**src/rtl/mem_stage_pkg.sv**
```systemverilog
// Shared types and constants for the memory-stage controller.
// Holds the FSM state encoding, the default wait budget and the timeout fill value.
package mem_stage_pkg;

    typedef enum logic [1:0] {
        IDLE = 2'b00,
        BUSY = 2'b01,
        DONE = 2'b10
    } state_t;

    localparam int unsigned  DEFAULT_MAX_WAIT = 15;
    localparam logic [15:0]  LDATA_TIMEOUT    = 16'h0000;

endpackage

```
**src/rtl/mem_wait_timer.sv**
```systemverilog
// Wait-cycle counter for the memory stage.
// Counts BUSY cycles and flags the cycle whose increment reaches MAX_WAIT.
module mem_wait_timer
    import mem_stage_pkg::*;
#(
    parameter int unsigned MAX_WAIT = DEFAULT_MAX_WAIT
) (
    input  logic clk,
    input  logic rst,
    input  logic i_clr,
    input  logic i_en,
    output logic o_expired
);

    logic [7:0] r_count;

    // Wait counter: clear has priority, otherwise count while enabled.
    always_ff @(posedge clk or posedge rst) begin
        if (rst) begin
            r_count <= 8'd0;
        end else if (i_clr) begin
            r_count <= 8'd0;
        end else if (i_en) begin
            r_count <= r_count + 8'd1;
        end else begin
            r_count <= r_count;
        end
    end

    // Expiry fires in the cycle whose increment brings the count to MAX_WAIT.
    assign o_expired = i_en && (r_count == 8'(MAX_WAIT - 1));

endmodule

```
**src/rtl/mem_stage_ctrl.sv**
```systemverilog
// Memory-stage controller: turns a single-cycle load/store into a req/ack
// bus transaction, stalls the pipeline until completion and bounds the wait.
module mem_stage_ctrl
    import mem_stage_pkg::*;
#(
    parameter int unsigned MAX_WAIT = DEFAULT_MAX_WAIT
) (
    input  logic        clk,
    input  logic        rst,
    input  logic [15:0] addr_MEM,
    input  logic [15:0] wdata_MEM,
    input  logic        mem_re_MEM,
    input  logic        mem_we_MEM,
    output logic [15:0] ldata_MEM,
    output logic        stall,
    output logic        mem_req,
    output logic        mem_wr,
    output logic [15:0] mem_addr,
    output logic [15:0] mem_wdata,
    input  logic [15:0] mem_rdata,
    input  logic        mem_ack,
    output logic        err
);

    state_t      r_state;
    state_t      w_state_nxt;
    logic        w_req;
    logic        w_timeout;
    logic        w_op;
    logic        w_is_load;
    logic        w_expired;
    logic [15:0] r_ldata;
    logic        r_err;

    assign w_op      = mem_re_MEM | mem_we_MEM;
    assign w_is_load = mem_re_MEM & ~mem_we_MEM;

    mem_wait_timer #(.MAX_WAIT(MAX_WAIT)) u_timer (
        .clk       (clk),
        .rst       (rst),
        .i_clr     (r_state != BUSY),
        .i_en      (r_state == BUSY),
        .o_expired (w_expired)
    );

    // State register.
    always_ff @(posedge clk or posedge rst) begin
        if (rst) begin
            r_state <= IDLE;
        end else begin
            r_state <= w_state_nxt;
        end
    end

    // Next state and request/stall; an ack in the same cycle as expiry wins.
    always_comb begin
        w_state_nxt = r_state;
        w_req       = 1'b0;
        w_timeout   = 1'b0;
        case (r_state)
            IDLE: begin
                if (w_op) begin
                    w_req       = 1'b1;
                    w_state_nxt = mem_ack ? DONE : BUSY;
                end else begin
                    w_state_nxt = IDLE;
                end
            end
            BUSY: begin
                w_req = 1'b1;
                if (mem_ack) begin
                    w_state_nxt = DONE;
                end else if (w_expired) begin
                    w_state_nxt = DONE;
                    w_timeout   = 1'b1;
                end else begin
                    w_state_nxt = BUSY;
                end
            end
            DONE: begin
                w_state_nxt = IDLE;
            end
            default: begin
                w_state_nxt = IDLE;
            end
        endcase
    end

    // Load data register: captures read data on a load ack, zero on timeout.
    always_ff @(posedge clk or posedge rst) begin
        if (rst) begin
            r_ldata <= 16'h0000;
        end else if (w_timeout) begin
            r_ldata <= LDATA_TIMEOUT;
        end else if (w_req && mem_ack && w_is_load) begin
            r_ldata <= mem_rdata;
        end else begin
            r_ldata <= r_ldata;
        end
    end

    // Sticky timeout flag.
    always_ff @(posedge clk or posedge rst) begin
        if (rst) begin
            r_err <= 1'b0;
        end else if (w_timeout) begin
            r_err <= 1'b1;
        end else begin
            r_err <= r_err;
        end
    end

    assign mem_req   = w_req;
    assign stall     = w_req;
    assign mem_wr    = mem_we_MEM;
    assign mem_addr  = addr_MEM;
    assign mem_wdata = wdata_MEM;
    assign ldata_MEM = r_ldata;
    assign err       = r_err;

endmodule
```
**config.mk**
```make
export PLATFORM = sky130hd
export DESIGN_NAME = mem_stage_ctrl
export DESIGN_NICKNAME = d
export VERILOG_FILES = /design/src/rtl/mem_stage_pkg.sv /design/src/rtl/mem_wait_timer.sv /design/src/rtl/mem_stage_ctrl.sv
export SDC_FILE = /design/constraint.sdc
export NUM_CORES = 1
export LEC_CHECK = 0
export BUFFER_PORTS_ARGS = -buffer_cell sky130_fd_sc_hd__buf_2
export CAP_MARGIN = 25
export CORE_ASPECT_RATIO = 1.5
export CORE_UTILIZATION = 40
export CTS_BUF_LIST = sky130_fd_sc_hd__clkbuf_16
export DETAILED_ROUTE_END_ITERATION = 16
export PLACE_DENSITY_LB_ADDON = 0.12
export SLEW_MARGIN = 10
export SYNTH_ARGS = -nofsm -noshare
export SYNTH_HDL_FRONTEND = slang
export SYNTH_HIERARCHICAL = 1
export SYNTH_SLANG_ARGS = --single-unit
```
**constraint.sdc**
```tcl
create_clock -name clk -period 2.1 [get_ports clk]
set_input_delay 0.42 -clock clk [delete_from_list [all_inputs] [get_ports clk]]
set_output_delay 0.42 -clock clk [all_outputs]
set_load 0.005 [all_outputs]
```
; ---- After elaboration in Yosys (flattened, before gate mapping)
; Cells that the tools add are included.
[op_classes]
add_sub_neg = 1
eq_ne = 3
mux = 14
bitwise = 3
n_reduce_logical = 6
[op_table]
columns = cell, count
row1 = 16-bit 2-to-1 mux, 2
row2 = 8-bit 2-to-1 mux, 2
row3 = 8-bit by 1-bit adder with 8-bit output (second input constant), 1
row4 = 8-bit by 4-bit == test with 1-bit output (second input constant), 1
row5 = 2-bit 2-to-1 mux, 4
row6 = 1-bit 2-to-1 mux, 4
row7 = 2-bit one-hot mux with 2 select lines, 1
row8 = 2-bit nonzero test, 2
row9 = 1-bit logical AND, 3
row10 = 2-bit by 1-bit == test with 1-bit output (second input constant), 1
row11 = 2-bit zero test, 1
row12 = 2-bit by 1-bit != test with 1-bit output (second input constant), 1
row13 = 1-bit one-hot mux with 2 select lines, 1
row14 = 1-bit AND, 1
row15 = 1-bit inverter, 1
row16 = 1-bit OR, 1
[totals]
register_bits = 27
inputBits = 53
out_inout_bits = 52
word_cells = 31

; ---- Depth between registers and ports, before layout
; Gate-level depths: netlist of run 1.
[logic_depth]
word_depth = 7
depth_mapped = 9
depth_no_buf = 8

; ---- By module
; The synthesis of run 1 kept the hierarchy.
[by_module_without_submodules]
columns = mod, n_inst, cells_each, area_each_um2, seq_area_each_um2
row1 = mem_stage_ctrl, 1, 84, 998.5, 475.5
row2 = mem_wait_timer, 1, 43, 425.4, 200.2

; ---- Worst setup path after synthesis of run 1
; OpenSTA, ideal clock, no wires.
[synth_timing]
kind = reg2reg
startpoint = reg u_timer.r_count[0]
endpoint = reg r_ldata[0] (netlist: ldata_MEM[0])
setup_time_ps = 121
arrival_ps = 1683
required_ps = 1979
slack_ps = 296
path_stages_with_launch = 10
n_path_buf = 1
synth_period_minus_slack_ps = 1804
path_cell_list = dfrtp_1 -> inv_1 -> ha_1 -> nor4b_1 -> nand4_1 -> nor2_1 -> and4bb_2 -> nor2_8 -> buf_8 -> a22o_1
[synth_via]
elab_chain_cells = 6
word_cells_on_any_way = 7
cone_classes = eq/ne: 1 / mux: 4 / reduce/logical: 2
[synth_rtl]
columns = element, line_no
row1 = start: declaration, mem_wait_timer.sv:15  ; logic [7:0] r_count;
row2 = start signal: assignment, mem_wait_timer.sv:24  ; r_count <= r_count + 8'd1;
row3 = start signal: assignment, mem_wait_timer.sv:26  ; r_count <= r_count;
row4 = 8-bit by 4-bit == test with 1-bit output *, mem_wait_timer.sv:31  ; assign o_expired = i_en && (r_count == 8'(MAX_WAIT - 1));
row5 = 1-bit logical AND *, mem_wait_timer.sv:31
row6 = via w_expired, mem_stage_ctrl.sv:31  ; logic w_expired;
row7 = 1-bit 2-to-1 mux *, mem_stage_ctrl.sv:73  ; end else if (w_expired) begin
row8 = 1-bit 2-to-1 mux *, mem_stage_ctrl.sv:71  ; if (mem_ack) begin
row9 = 1-bit 2-to-1 mux *, mem_stage_ctrl.sv:60  ; case (r_state)
row10 = 16-bit 2-to-1 mux or 2-bit nonzero test (tied branches), --
row11 = end signal: assignment, mem_stage_ctrl.sv:96  ; r_ldata <= mem_rdata;
row12 = end signal: assignment, mem_stage_ctrl.sv:98  ; r_ldata <= r_ldata;
row13 = end: declaration, mem_stage_ctrl.sv:32  ; logic [15:0] r_ldata;
; Mark *: on every way through the listed nets, which the timed path passes. The rest lies on a longest branch.
; A chain may end at the register's enable or synchronous reset.

; ---- Worst setup path in the final report of run 1
[layout_timing]
startpoint = reg u_timer.r_count[0]
endpoint = reg r_ldata[3] (netlist: ldata_MEM[3])
; Same word-level chain as after synthesis.

==> summary.md, run 1 <==
| Metric | Value |
|---|---|
| Critical path, cell by cell | `inv_1, ha_1, nor4b_1, nand4_1, nor2_1, and4bb_2, nor2_8, a22o_1` |
| Crit path max-delay family | `simple AND/OR/NAND/NOR gates` |
| Placed Area | `approximately 1400 um^2` |
| IO Pins | `105` |
| CTS Buffer Depth | `2` |
| Most common cell after layout, fill and taps aside | `buf_2` |
| Buf+Inv Stages, Crit Path | `1` |
| Crit-path max FO | `16` |
| Row count | `26` |
| GRT overflow | `0` |
| Syn-to-layout area delta | `2.99%` |
| Initial antenna violation count | `0` |
| Setup bufs post-CTS | `0` |
| Reg clk slew, reported paths | `0.06 ns` |
| Clk root buf | `clkbuf_16` |
| First-pass GRT wire length | `4030 um` |
| CP peak stage delay | `between 0.4 and 0.5 ns` |
| Final period utilization | `88.8%` |
| Post_cts resized | `0` |
| Critical Path Source | `u_timer/r_count[0]$_DFFE_PP0P_` |
| Width of the die | `around 51 um` |
| Post-synth net total | `~180` |
| CTS H-tree lvls | `1` |
| Input/output buffers | `40` |
| Worst setup EP type | `flop` |
| Gate Count Post-Synth | `127` |
| Wire length per cell | `14.5 um` |
| HP Class | `input pin to asynchronous set/reset pin` |
| Critical Path AT | `2.00 ns` |
| Outcome | `completed` |
| Kind of start point of the critical path | `flop` |
| Mapped Area | `1420 um^2` |
| RSZ-0062 raised after global routing | `no` |
| Final min period | `1.86 ns` |
| Util after Layout | `42.9%` |
| Post-Route WL | `2550 um` |
| # hold bufs at CTS | `0` |
| Largest net degree at the start of global routing | `20` |
| Reg2reg start | `u_timer/r_count[0]$_DFFE_PP0P_` |
| PD cells | `approximately 850 nW/um^2` |
| Slew headroom | `51.5%` |
| Post-Route Skew | `0.00536 ns` |
| Vias in the first global route | `904` |
| ANT nets after route | `0` |
| Yosys reg bits | `27` |
| Most frequent cells in the layout | `buf_2 (40), dfrtp_1 (27), a22o_1 (16)` |
| 1st-iter DRT viols | `11` |
| LEAKAGE | `0.744 nW` |
| Die height | `about 75 um` |
| Tot GR Track Use | `~14%` |
| Worst-margin pin slew | `0.726 ns` |
| CTS tree | `done` |
| Synth warn | `6` |
| Syn avg cell area | `11.2 um^2` |
| Final setup TNS | `0 ns` |
| Final hold viol count | `0` |
| DP HPWL | `1970 um` |
| DRT Pass-1 Iters | `3` |
| Routability congestion estimate | `0.796` |
| CTS Sinks | `27` |
| Design area | `1470 um^2` |
| Via/cell ratio | `5.21` |
| Inserted Diodes | `0` |
| Max-cap viol count | `0` |
| Netlist cell types | `29` |
| Fmax | `536 MHz` |
| Core area | `roughly 3400 um^2` |
| Final nets | `190` |
| Final setup viols | `0` |
| Num CTS Buffers | `3` |
| Vias | `917` |
| Max Slew Vio Count | `0` |
| Die footprint | `roughly 3800 um^2` |
| Sequential area share after synthesis | `47.5%` |
| Share of layout cells above drive strength 1 | `38.1%` |
| Clk_lat worst skew | `approximately 0.26 ns` |
| DRC | `0` |
| Initial Util | `41.7%` |
| Peak VDD IR | `between 0.4 and 0.5 mV` |
| WS Path Type | `flop to flop` |
| Data required, critical path | `approximately 2.2 ns` |
| CP max stage cell | `dfrtp_1` |
-- sequential cells by signal, summed over array words and instances, names as in the netlist --
signal and count:
ldata_MEM 16, r_state 2, u_timer/r_count 8, err 1
-- path summary, 6_finish.rpt --
kind                       cells after the start  slack (ns)                             end
max                                            8        0.24        ldata_MEM[3]$_DFFE_PP0P_
min                                            2        0.12  u_timer/r_count[7]$_DFFE_PP0P_
max reg2reg                                    8        0.24        ldata_MEM[3]$_DFFE_PP0P_
min reg2reg                                    1        0.47                 err$_DFFE_PP0P_
max in group asynchronous                      2        1.35        ldata_MEM[3]$_DFFE_PP0P_
min in group clk                               2        0.37            r_state[0]$_DFF_PP0_
-- final cells by class --
| cell class | count | area [um^2] |
|---|---|---|
| Sequential cell | 27 | 676 |
| Clock buffer | 3 | 75.1 |
| Clock inverter | 1 | 3.75 |
| Multi-Input combinational cell | 57 | 429 |
| Tap cell | 42 | 52.6 |
| Fill cell | 327 | 1950 |
| Inverter | 4 | 15.0 |
| Timing Repair Buffer | 42 | 215 |
-- kinds of logic (layout without fill, tap and decap cells) --
| logic type | count (synthesis) | in the layout | share of synthesized area (%) |
|---|---|---|---|
| buf+inv | 43 | 50 | 22.4 |
| flops | 27 | 27 | 47.5 |
| compound gates | 26 | 26 | 14.1 |
| simple gates | 25 | 25 | 11.8 |
| xor+xnor | 4 | 4 | 2.46 |
| fa+ha+maj | 2 | 2 | 1.76 |
-- per-stage QoR --
stage | setup WS, ns | hold slack [ns] | power [mW] | cells
CTS | 0.242 | 0.129 | 1.26 | 176
global route | 0.0206 | 0.142 | 1.30 | 176
floorplan | 0.296 | 0.236 | 0.790 | 127
detailed placement | 0.247 | 0.406 | 0.838 | 172
finish | 0.236 | 0.122 | 1.24 | 176
global placement | 0.269 | 0.393 | 0.834 | 172
-- worst register-to-register path, cell delays in order, from the launching register on --
cell and delay [ns]:
dfrtp_1 0.43, inv_1 0.08, ha_1 0.13, nor4b_1 0.22
nand4_1 0.12, nor2_1 0.16, and4bb_2 0.33, nor2_8 0.08
a22o_1 0.20
-- layer usage --
layer / vias to the layer above / global-route usage (%) / wire length [um]
met5: - / 0 / 0
met4: 0 / 5.56 / 20
met2: 55 / 23.4 / 1240
met1: 441 / 16.3 / 1080
met3: 2 / 6.26 / 215
li1: 419 / - / -
-- power by group --
part / total [mW] / leakage [nW] / internal (mW) / switching, mW
combinational: 0.197 / 0.351 / 0.113 / 0.0845
clock: 0.417 / 0.0423 / 0.254 / 0.163
sequential: 0.628 / 0.351 / 0.587 / 0.0410
-- cells in the mapped netlist, drive strengths merged --
master | number | area, um^2
xnor2 | 1 | 8.76
o31ai | 1 | 7.51
nand2 | 2 | 7.51
nand3 | 2 | 15.0
nor3 | 2 | 10.0
ha | 2 | 25.0
and4bb | 2 | 25.0
and2b | 1 | 7.51
or2 | 1 | 6.26
a21oi | 4 | 20.0
o211ai | 1 | 7.51
a2111oi | 1 | 8.76
buf | 39 | 304
a211oi | 1 | 7.51
nor4b | 1 | 8.76
a22o | 16 | 140
xor2 | 3 | 26.3
dfrtp | 27 | 676
nor2 | 8 | 46.3
or3 | 2 | 15.0
nand4 | 3 | 18.8
inv | 4 | 15.0
or4 | 1 | 7.51
o21ai | 2 | 10.0
(Power assumes the default switching activity.)
==> run 2: changes to the inputs <==
--- a/config.mk
+++ b/config.mk
@@ -5,10 +5,11 @@
 export SDC_FILE = /design/constraint.sdc
 export NUM_CORES = 1
 export LEC_CHECK = 0
+export ABC_AREA = 1
 export BUFFER_PORTS_ARGS = -buffer_cell sky130_fd_sc_hd__buf_2
 export CAP_MARGIN = 25
 export CORE_ASPECT_RATIO = 1.5
-export CORE_UTILIZATION = 40
+export CORE_UTILIZATION = 42
 export CTS_BUF_LIST = sky130_fd_sc_hd__clkbuf_16
 export DETAILED_ROUTE_END_ITERATION = 16
 export PLACE_DENSITY_LB_ADDON = 0.12
==> summary.md, run 2 <==
| Metric | Value |
|---|---|
| Mapped Area | `1570 um^2 (+10%)` |
| Util after Layout | `47.7% (+4.8 points)` |
| HP Class | `input pin to asynchronous set/reset pin` |
| Inserted Diodes | `0 (unchanged)` |
| Num CTS Buffers | `3 (unchanged)` |
| Via/cell ratio | `5.11 (-1.9%)` |
| Final min period | `1.75 ns (-0.112 ns)` |
| CTS H-tree lvls | `1 (unchanged)` |
| Crit path max-delay family | `buffers and inverters` |
| Max Slew Vio Count | `0 (unchanged)` |
| Synth top area share | `43.0% (-4.5 points)` |
| Width of the die | `52.0 um (+2.5%)` |
| Syn-to-layout area delta | `5.57%` |
| Largest net degree at the start of global routing | `20 (unchanged)` |
| Post-synth EDFFs | `0 (unchanged)` |
| CTS Buffer Depth | `2 (unchanged)` |
| Worst setup EP type | `output port` |
| Final setup viols | `0 (unchanged)` |
| Post-route insts no fill | `238 (+35%)` |
| CTS tree | `done` |
| CP peak stage delay | `0.36 ns (-0.07 ns)` |
| Final hold viol count | `0 (unchanged)` |
| Vias | `1216 (+33%)` |
| Most area-consuming cells after synthesis | `dfrtp_1 (43%), buf_4 (17%), nand3_1 (11%)` |
| WS Path Type | `flop to output port` |
| Wire length per cell | `13.4 um (-7.4%)` |
| Slew headroom | `50.8% (-0.75 points)` |
| Initial antenna violation count | `0 (unchanged)` |
| Worst-margin pin slew | `0.737 ns (+0.0112 ns)` |
| Data required, critical path | `1.68 ns (-0.56 ns)` |
| Peak VDD IR | `0.585 mV (+22%)` |
| Outcome | `completed` |
| Post-Route WL | `3190 um (+25%)` |
| Input/output buffers | `40 (unchanged)` |
| Clk_lat worst skew | `0.26 ns (about the same)` |
| Kind of start point of the critical path | `flop` |
| Most common cell after layout, fill and taps aside | `buf_2` |
| # hold bufs at CTS | `0 (unchanged)` |
| Synth warn | `6 (unchanged)` |
| Synth top cells by count | `buf_4 (35), nand3_1 (35), nand2_1 (32)` |
| Post-Route Skew | `0.00714 ns (+0.00178 ns)` |
| PD cells | `881 nW/um^2 (+3.9%)` |
| CTS Sinks | `27 (unchanged)` |
| Die footprint | `4000 um^2 (+5.0%)` |
| Core area | `3480 um^2 (+1.9%)` |
| Final nets | `252 (+33%)` |
| Initial Util | `45.2% (+3.5 points)` |
| DRC | `0 (unchanged)` |
| Critical path, cell by cell | `inv_1, nand2_1, buf_4, nand2_2, buf_2` |
| LEAKAGE | `0.856 nW (+15%)` |
| Most frequent cells in the layout | `buf_2 (40), nand3_1 (35), nand2_1 (32)` |
| Post-synth net total | `241 (+32%)` |
| Final period utilization | `83.4% (-5.3 points)` |
| ANT nets after route | `0 (unchanged)` |
| Row count | `26 (unchanged)` |
| Routability congestion estimate | `0.845 (+6.1%)` |
| 1st-iter DRT viols | `23 (+12)` |
| Fmax | `571 MHz (+6.4%)` |
| Ys flop type | `dfrtp_1` |
| CP max stage cell | `dfrtp_1` |
| Yosys top cell by area | `dfrtp_1` |
| Share of layout cells above drive strength 1 | `32.7% (-5.4 points)` |
| Buf+Inv Stages, Crit Path | `3 (+2)` |
| Syn avg cell area | `8.46 um^2 (-25%)` |
| Sequential area share after synthesis | `43.0% (-4.5 points)` |
| Async set-reset flop share out of synthesis | `100% (unchanged)` |
| Max FFs per register | `16 (unchanged)` |
| Clk root buf | `clkbuf_16` |
| First-pass GRT wire length | `5200 um (+29%)` |
| DP HPWL | `2540 um (+29%)` |
| Crit-path max FO | `15 (-1)` |
| Reg clk slew, reported paths | `0.07 ns (about the same)` |
| Cells after DPL | `234 (+36%)` |
| Tot GR Track Use | `16.9% (+2.7 points)` |
| DRT Pass-1 Iters | `4 (+1)` |
| IO Pins | `105 (unchanged)` |
| GRT overflow | `0 (unchanged)` |
| Vias in the first global route | `1187 (+31%)` |
| Netlist cell types | `24 (-17%)` |
| Max-cap viol count | `0 (unchanged)` |
| Yosys reg bits | `27 (unchanged)` |
| Die height | `76.9 um (+2.5%)` |
| Final setup TNS | `0 ns (unchanged)` |
| RSZ-0062 raised after global routing | `no` |
| Gate Count Post-Synth | `186 (+46%)` |
| Critical Path AT | `1.33 ns (-0.67 ns)` |
-- run 2: layout make-up --
type	count	area (um^2)
Timing Repair Buffer	44	230
Fill cell	335	1820
Clock buffer	3	75.1
Sequential cell	27	676
Tap cell	42	52.6
Multi-Input combinational cell	103	552
Inverter	18	67.6
Clock inverter	1	7.51
-- run 2: per-stage QoR --
| stage | cell area [um^2] | hold slack (ns) | total power, mW | worst slack, ns |
|---|---|---|---|---|
| global route | 1660 | 0.147 | 1.56 | 0.181 |
| global placement | 1570 | 0.393 | 1.04 | 0.305 |
| finish | 1660 | 0.102 | 1.46 | 0.348 |
| detailed placement | 1570 | 0.392 | 1.05 | 0.223 |
| CTS | 1650 | 0.111 | 1.49 | 0.227 |
| floorplan | 1570 | 0.236 | 0.926 | 0.296 |
-- run 2: routing by layer --
layer | vias up | global-route usage [%] | part of all wire, %
li1 | 589 | - | -
met1 | 567 | 17.3 | 37
met2 | 44 | 29.4 | 54
met3 | 16 | 6.15 | 6.6
met4 | 0 | 7.30 | 1.9
met5 | - | 0 | 0
-- run 2: worst paths after layout --
path,from,end,slack [ns],cells past startpoint
hold reg to reg,err$_DFFE_PP0P_,err$_DFFE_PP0P_,0.47,2
setup / recovery,r_state[1]$_DFF_PP0_,stall,0.35,5
max in group asynchronous,rst,ldata_MEM[2]$_DFFE_PP0P_,1.34,2
setup reg to reg,u_timer/r_count[0]$_DFFE_PP0P_,ldata_MEM[8]$_DFFE_PP0P_,0.38,7
min in group clk,mem_ack,r_state[0]$_DFF_PP0_,0.34,2
hold / removal,rst,u_timer/r_count[2]$_DFFE_PP0P_,0.10,2
-- run 2: cell families (layout without fill, tap and decap cells) --
kind of cell,Yosys count,in the layout,share of synthesized area (%)
compound gates,11,11,3.50
buf+inv,56,66,22.4
fa+ha+maj,2,2,1.59
flops,27,27,43.0
simple gates,90,90,29.6
-- run 2: report_power, final --
part           switching, mW  internal (mW)  total (mW)
Clock                  0.170          0.258       0.429
Combinational          0.201          0.162       0.362
Sequential            0.0510          0.621       0.672
-- run 2: what timing repair did --
| item | in CTS | in global routing |
|---|---|---|
| resized for setup | 0 | 1 |
| setup buffers | 0 | 0 |
| setup endpoints to repair | 0 | 10 |
